$ cat config.mk
export PLATFORM = sky130hd
export DESIGN_NAME = imem_boot_loader
export DESIGN_NICKNAME = d
export VERILOG_FILES = /design/src/rtl/imem_loader_pkg.sv /design/src/rtl/byte_assembler.sv /design/src/rtl/imem_boot_loader.sv
export SDC_FILE = /design/constraint.sdc
export NUM_CORES = 1
export LEC_CHECK = 0
export CELL_PAD_IN_SITES_DETAIL_PLACEMENT = 2
export CELL_PAD_IN_SITES_GLOBAL_PLACEMENT = 2
export CORE_UTILIZATION = 31
export CTS_BUF_LIST = sky130_fd_sc_hd__clkbuf_4 sky130_fd_sc_hd__clkbuf_8 sky130_fd_sc_hd__clkbuf_16
export CTS_CLUSTER_SIZE = 25
export DETAILED_ROUTE_END_ITERATION = 12
export GPL_ROUTABILITY_DRIVEN = 0
export PLACE_DENSITY = 0.88
export SLEW_MARGIN = 40
export SYNTH_ARGS = -nofsm -noshare
export SYNTH_HDL_FRONTEND = slang
export SYNTH_SLANG_ARGS = --single-unit
export TNS_END_PERCENT = 10
$ cat constraint.sdc
create_clock -name i_clk -period 1.96 [get_ports i_clk]
set_input_delay 0.196 -clock i_clk [delete_from_list [all_inputs] [get_ports i_clk]]
set_output_delay 0.196 -clock i_clk [all_outputs]
set_load 0.02 [all_outputs]
$ cat src/rtl/imem_loader_pkg.sv
// Shared types for the instruction-memory boot loader: FSM encoding, count width
// and the header-length classification used when the second count byte arrives.
package imem_loader_pkg;

    typedef enum logic [2:0] {
        LEN0 = 3'd0,
        LEN1 = 3'd1,
        DATA = 3'd2,
        CSUM = 3'd3,
        DONE = 3'd4,
        ERR  = 3'd5
    } ldr_state_e;

    localparam int CNT_W = 16;

    // An empty image skips straight to the checksum; an oversize one cannot fit the memory.
    function automatic ldr_state_e len_next_state(input logic [CNT_W-1:0] cnt,
                                                  input logic [CNT_W:0]   depth);
        ldr_state_e nxt;
        if (cnt == {CNT_W{1'b0}}) begin
            nxt = CSUM;
        end else if ({1'b0, cnt} > depth) begin
            nxt = ERR;
        end else begin
            nxt = DATA;
        end
        return nxt;
    endfunction

endpackage

$ cat src/rtl/byte_assembler.sv
// 8->32 little-endian word assembler: bytes shift in from the top so the first
// byte of a group lands in [7:0]; o_word_valid flags the 4th byte of each group.
module byte_assembler (
    input  logic        i_clk,
    input  logic        i_reset,
    input  logic        i_clr,
    input  logic        i_valid,
    input  logic [7:0]  i_byte,
    output logic [31:0] o_word,
    output logic        o_word_valid
);

    logic [31:0] shreg_q, shreg_d;
    logic [1:0]  bcnt_q, bcnt_d;

    // The word is combinational so the caller can register it on the 4th-byte cycle.
    assign o_word       = {i_byte, shreg_q[31:8]};
    assign o_word_valid = i_valid && (bcnt_q == 2'd3);

    // Next shift-register contents and byte position.
    always_comb begin
        shreg_d = shreg_q;
        bcnt_d  = bcnt_q;
        if (i_clr) begin
            shreg_d = 32'd0;
            bcnt_d  = 2'd0;
        end else if (i_valid) begin
            shreg_d = o_word;
            bcnt_d  = bcnt_q + 2'd1;
        end else begin
            shreg_d = shreg_q;
            bcnt_d  = bcnt_q;
        end
    end

    // Assembler state registers.
    always_ff @(posedge i_clk) begin
        if (i_reset) begin
            shreg_q <= 32'd0;
            bcnt_q  <= 2'd0;
        end else begin
            shreg_q <= shreg_d;
            bcnt_q  <= bcnt_d;
        end
    end

endmodule

$ cat src/rtl/imem_boot_loader.sv
// Boot loader: parses a counted, XOR-checksummed byte image into imem writes and
// keeps the core held in reset until a complete, valid image has been received.
module imem_boot_loader
    import imem_loader_pkg::*;
#(
    parameter int DEPTH  = 256,
    parameter int ADDR_W = 32
) (
    input  logic              i_clk,
    input  logic              i_reset,
    input  logic [7:0]        i_byte,
    input  logic              i_byte_valid,
    output logic              o_byte_ready,
    input  logic              i_reload,
    output logic              o_imem_we,
    output logic [ADDR_W-1:0] o_imem_addr,
    output logic [31:0]       o_imem_wdata,
    output logic              o_core_hold,
    output logic              o_done,
    output logic              o_err
);

    localparam int             WIDX_W  = $clog2(DEPTH) + 1;
    localparam logic [CNT_W:0] DEPTH_C = (CNT_W + 1)'(DEPTH);

    ldr_state_e        state_q, state_d;
    logic [7:0]        cnt_lo_q, cnt_lo_d;
    logic [CNT_W-1:0]  cnt_q, cnt_d;
    logic [WIDX_W-1:0] widx_q, widx_d;
    logic [7:0]        csum_q, csum_d;
    logic              we_q, we_d;
    logic [ADDR_W-1:0] addr_q, addr_d;
    logic [31:0]       wdata_q, wdata_d;
    logic              ready_q, ready_d;
    logic              hold_q, hold_d;
    logic              done_q, done_d;
    logic              err_q, err_d;

    logic              xfer_s;
    logic              asm_valid_s;
    logic              asm_clr_s;
    logic [31:0]       asm_word_s;
    logic              asm_word_valid_s;
    logic              last_word_s;

    assign xfer_s      = i_byte_valid && ready_q;
    assign asm_valid_s = xfer_s && (state_q == DATA);
    assign last_word_s = (CNT_W'(widx_q) == (cnt_q - 16'd1));

    byte_assembler u_asm (
        .i_clk        (i_clk),
        .i_reset      (i_reset),
        .i_clr        (asm_clr_s),
        .i_valid      (asm_valid_s),
        .i_byte       (i_byte),
        .o_word       (asm_word_s),
        .o_word_valid (asm_word_valid_s)
    );

    // FSM next state, word index, checksum, write strobe and registered output decode.
    always_comb begin
        state_d   = state_q;
        cnt_lo_d  = cnt_lo_q;
        cnt_d     = cnt_q;
        widx_d    = widx_q;
        csum_d    = csum_q;
        we_d      = 1'b0;
        addr_d    = addr_q;
        wdata_d   = wdata_q;
        asm_clr_s = 1'b0;

        case (state_q)
            LEN0: begin
                if (xfer_s) begin
                    cnt_lo_d = i_byte;
                    state_d  = LEN1;
                end else begin
                    state_d  = LEN0;
                end
            end
            LEN1: begin
                if (xfer_s) begin
                    cnt_d   = {i_byte, cnt_lo_q};
                    state_d = len_next_state({i_byte, cnt_lo_q}, DEPTH_C);
                end else begin
                    state_d = LEN1;
                end
            end
            DATA: begin
                if (xfer_s) begin
                    csum_d = csum_q ^ i_byte;
                    if (asm_word_valid_s) begin
                        we_d    = 1'b1;
                        addr_d  = ADDR_W'({widx_q, 2'b00});
                        wdata_d = asm_word_s;
                        widx_d  = widx_q + WIDX_W'(1);
                        state_d = last_word_s ? CSUM : DATA;
                    end else begin
                        state_d = DATA;
                    end
                end else begin
                    state_d = DATA;
                end
            end
            CSUM: begin
                if (xfer_s) begin
                    state_d = (i_byte == csum_q) ? DONE : ERR;
                end else begin
                    state_d = CSUM;
                end
            end
            DONE, ERR: begin
                if (i_reload) begin
                    state_d   = LEN0;
                    cnt_lo_d  = 8'd0;
                    cnt_d     = {CNT_W{1'b0}};
                    widx_d    = {WIDX_W{1'b0}};
                    csum_d    = 8'd0;
                    asm_clr_s = 1'b1;
                end else begin
                    state_d   = state_q;
                end
            end
            default: begin
                state_d = ERR;
            end
        endcase

        // Outputs follow the state being entered so they are available straight from flops.
        case (state_d)
            DONE: begin
                ready_d = 1'b0;
                hold_d  = 1'b0;
                done_d  = 1'b1;
                err_d   = 1'b0;
            end
            ERR: begin
                ready_d = 1'b0;
                hold_d  = 1'b1;
                done_d  = 1'b0;
                err_d   = 1'b1;
            end
            default: begin
                ready_d = 1'b1;
                hold_d  = 1'b1;
                done_d  = 1'b0;
                err_d   = 1'b0;
            end
        endcase
    end

    // Loader state and output registers.
    always_ff @(posedge i_clk) begin
        if (i_reset) begin
            state_q  <= LEN0;
            cnt_lo_q <= 8'd0;
            cnt_q    <= {CNT_W{1'b0}};
            widx_q   <= {WIDX_W{1'b0}};
            csum_q   <= 8'd0;
            we_q     <= 1'b0;
            addr_q   <= {ADDR_W{1'b0}};
            wdata_q  <= 32'd0;
            ready_q  <= 1'b1;
            hold_q   <= 1'b1;
            done_q   <= 1'b0;
            err_q    <= 1'b0;
        end else begin
            state_q  <= state_d;
            cnt_lo_q <= cnt_lo_d;
            cnt_q    <= cnt_d;
            widx_q   <= widx_d;
            csum_q   <= csum_d;
            we_q     <= we_d;
            addr_q   <= addr_d;
            wdata_q  <= wdata_d;
            ready_q  <= ready_d;
            hold_q   <= hold_d;
            done_q   <= done_d;
            err_q    <= err_d;
        end
    end

    assign o_byte_ready = ready_q;
    assign o_imem_we    = we_q;
    assign o_imem_addr  = addr_q;
    assign o_imem_wdata = wdata_q;
    assign o_core_hold  = hold_q;
    assign o_done       = done_q;
    assign o_err        = err_q;

endmodule
==> impl_metrics.env <==
export IMPL_status="complete, but fails checks"
export IMPL_failed_checks="setup timing"
export IMPL_wirelength_um=17680
export IMPL_clock_path_buffers=2
export IMPL_min_path_type="in2reg"
export IMPL_cts_tree="built"
export IMPL_die_h_um=128.4
export IMPL_yosys_register_bits=116
export IMPL_ctsRootBufferMaster="clkbuf_16"
export IMPL_initial_core_util=0.3223
export IMPL_crit_type="reg2reg"
export IMPL_grt_first_pass_wirelength_um=28100
export IMPL_p_total_mw=6.859
export IMPL_startpoint_type="flip-flop"
export IMPL_slowest_stage="dfxtp_1"
export IMPL_ant_nets=0
export IMPL_vias=4674
export IMPL_synth_edff_count=0
export IMPL_synth_fa_ha_area_frac=0.007578
export IMPL_die_x_um=128.4
export IMPL_boundaryPins=81
export IMPL_path_buf_inv=2
export IMPL_layout_setup_ws_ns=-0.1192
export IMPL_synth_compound_area_share=0.1372
export IMPL_antenna_found_initial=0
export IMPL_grt_remaining_overflow=0
export IMPL_port_buffers=57
export IMPL_utilization=0.4337
export IMPL_synthMuxAreaShare=0.002021
export IMPL_dr_pass1_iters=4
export IMPL_synth_area_sq_um=4954
export IMPL_crit_family="compound AO/OA/AOI/OAI gates"
export IMPL_path_clk_slew_ns=0.06
export IMPL_diodes=0
export IMPL_grt_pass1_vias=5258
export IMPL_hpwl_um=11460
export IMPL_end_kind="flip-flop"
export IMPL_clkSinkCount=116
export IMPL_critical_path_max_fanout=7
export IMPL_drv_slew=0
export IMPL_vdd_drop_max_v=0.0005618
export IMPL_drt_iter0_markers=222
export IMPL_hold_viol=0
export IMPL_synth_top_family_by_area="simple AND/OR/NAND/NOR gates"
export IMPL_ys_types=48
export IMPL_final_setup_viol_count=1
export IMPL_max_freq_ghz=0.4809
export IMPL_timing_final_crit_share=1.061
export IMPL_drive_gt1_frac=0.1425
export IMPL_fin_nets=718
export IMPL_critPathRequiredTime_ns=2.31
export IMPL_synthCells=630
export IMPL_core_area_sq_um=15370
export IMPL_synth_xor_area_share=0.05481
export IMPL_min_period_ns=2.079
export IMPL_crit_arrival_ns=2.43
export IMPL_clk_latency_ns=0.43
export IMPL_ys_warnings_count=0
export IMPL_post_drt_via_cell_ratio=5.042
export IMPL_cp_common_cell="buf_4"
export IMPL_path_cells="nor4_2 > buf_4 > a211o_1 > a32o_2 > a21oi_1 > o2111ai_1 > buf_4 > a21oi_2"
export IMPL_synth_flop_cell="dfxtp_1"
export IMPL_grt_start_max_net_pins=79
export IMPL_synthSimpleGateAreaFrac=0.2523
export IMPL_fin_worst_skew_ns=0.008090
export IMPL_routedWlPerCell_um=19.07
export IMPL_track_usage=0.2250
export IMPL_layout_commonest_cell="nand2_1"
export IMPL_avgSynthCellArea_sq_um=7.863
export IMPL_die_area_sq_um=16490
export IMPL_rows=45
export IMPL_cpPeakStageDelay_ns=0.54
export IMPL_synthArstFlopShare=0
export IMPL_rsz0062_at_grt="yes"
export IMPL_syn_to_final_growth_pct=34.58
export IMPL_cts_htree_levels=4
export IMPL_numCtsBuffers=17
export IMPL_leakage_nw=2.418
export IMPL_drc=0
export IMPL_final_cell_mix="nand2_1 (161), dfxtp_1 (112), a21oi_1 (94)"
export IMPL_drv_cap=0
export IMPL_power_density_nw_per_um2=1029
export IMPL_synth_seq_area_share=0.4688
export IMPL_n_fill_cell=1687
==> power breakdown <==
group          internal (mW)  total, mW  switching [mW]
clock                   2.56       3.66            1.10
combinational          0.293      0.720           0.427
sequential              2.42       2.48          0.0671
==> state kept, by name (all words and copies together), names as in the netlist <==
signal         cells
o_imem_addr        9
state_q            3
o_imem_wdata      32
o_done             1
o_imem_we          1
o_byte_ready       1
cnt_q             16
cnt_lo_q           8
csum_q             8
o_err              1
u_asm.shreg_q     24
o_core_hold        1
u_asm.bcnt_q       2
widx_q             9
==> metal layers <==
layer,part of all wire,vias to the layer above,GRT usage
met5,0,-,0
met4,0.018,0,0.07405
met3,0.029,28,0.06237
met2,0.54,94,0.4172
met1,0.42,2355,0.2461
li1,-,2197,-
==> timing repair <==
action | 4_1_cts | 5_1_grt
resized for setup | 11 | 7
setup endpoints to repair | 7 | 11
setup buffers | 0 | 0
hold buffers | 0 | 0
pin swaps | 1 | 0
endpoints found under the hold margin | 0 | 0
==> layout make-up <==
class                   count  area [sq um]  area share
multi-input cells         460          2402      0.3604
flip-flops and latches    116          2327      0.3491
repair buffers            101         949.7      0.1425
clock buffers              24         503.0     0.07545
well taps                 211         264.0     0.03960
clock inverters             8         193.9     0.02909
inverters                   7         26.28    0.003941
==> Yosys cell counts (7+ instances only) <==
cell      count  share of area
o21ai_0      10          0.010
nand2_1     161           0.12
nand4_1       7         0.0088
nor2_1       45          0.034
clkbuf_1     40          0.030
nand3_1      23          0.023
buf_4        23          0.035
a31oi_1      11          0.014
a21oi_1      95          0.096
xor2_1       10          0.018
nor2b_1      10          0.013
dfxtp_1     116           0.47
xnor2_1      21          0.037
==> tightest hold or removal path: stages <==
cell	delay, ns
buf_2	0.13
buf_12	0.21
nor2_1	0.12
==> per-stage QoR <==
step | std cells | hold slack [ns] | TNS (ns) | worst slack (ns) | area, sq um
finish | 927 | 0.2942 | -0.1192 | -0.1192 | 6666
global route | 927 | 0.3086 | -0.2417 | -0.2159 | 6666
global placement | 895 | 0.4460 | -0.3876 | -0.07160 | 5896
CTS | 927 | 0.2995 | -0.1148 | -0.1148 | 6631
floorplan | 652 | 0.4321 | 0 | 0.2229 | 5036
detailed placement | 895 | 0.4540 | -4.236 | -0.3194 | 5896
==> worst paths after layout <==
kind | startpoint | to | slack [ns] | cells past startpoint
min | i_reset | cnt_lo_q[1] | 0.29 | 3
max | cnt_q[3] | state_q[0] | -0.12 | 8
min reg2reg | o_imem_wdata[29] | o_imem_wdata[29] | 0.46 | 2
max reg2reg | cnt_q[3] | state_q[0] | -0.12 | 8
==> cells by family after synthesis <==
family,after synthesis
AO/OA/AOI/OAI,127
XOR/XNOR,31
adder cells (fa/ha/maj),3
buffers and inverters,76
flip-flops,116
multiplexers,1
other,1
AND/OR/NAND/NOR,275
No activity file was read; power rests on OpenSTA's default activity.
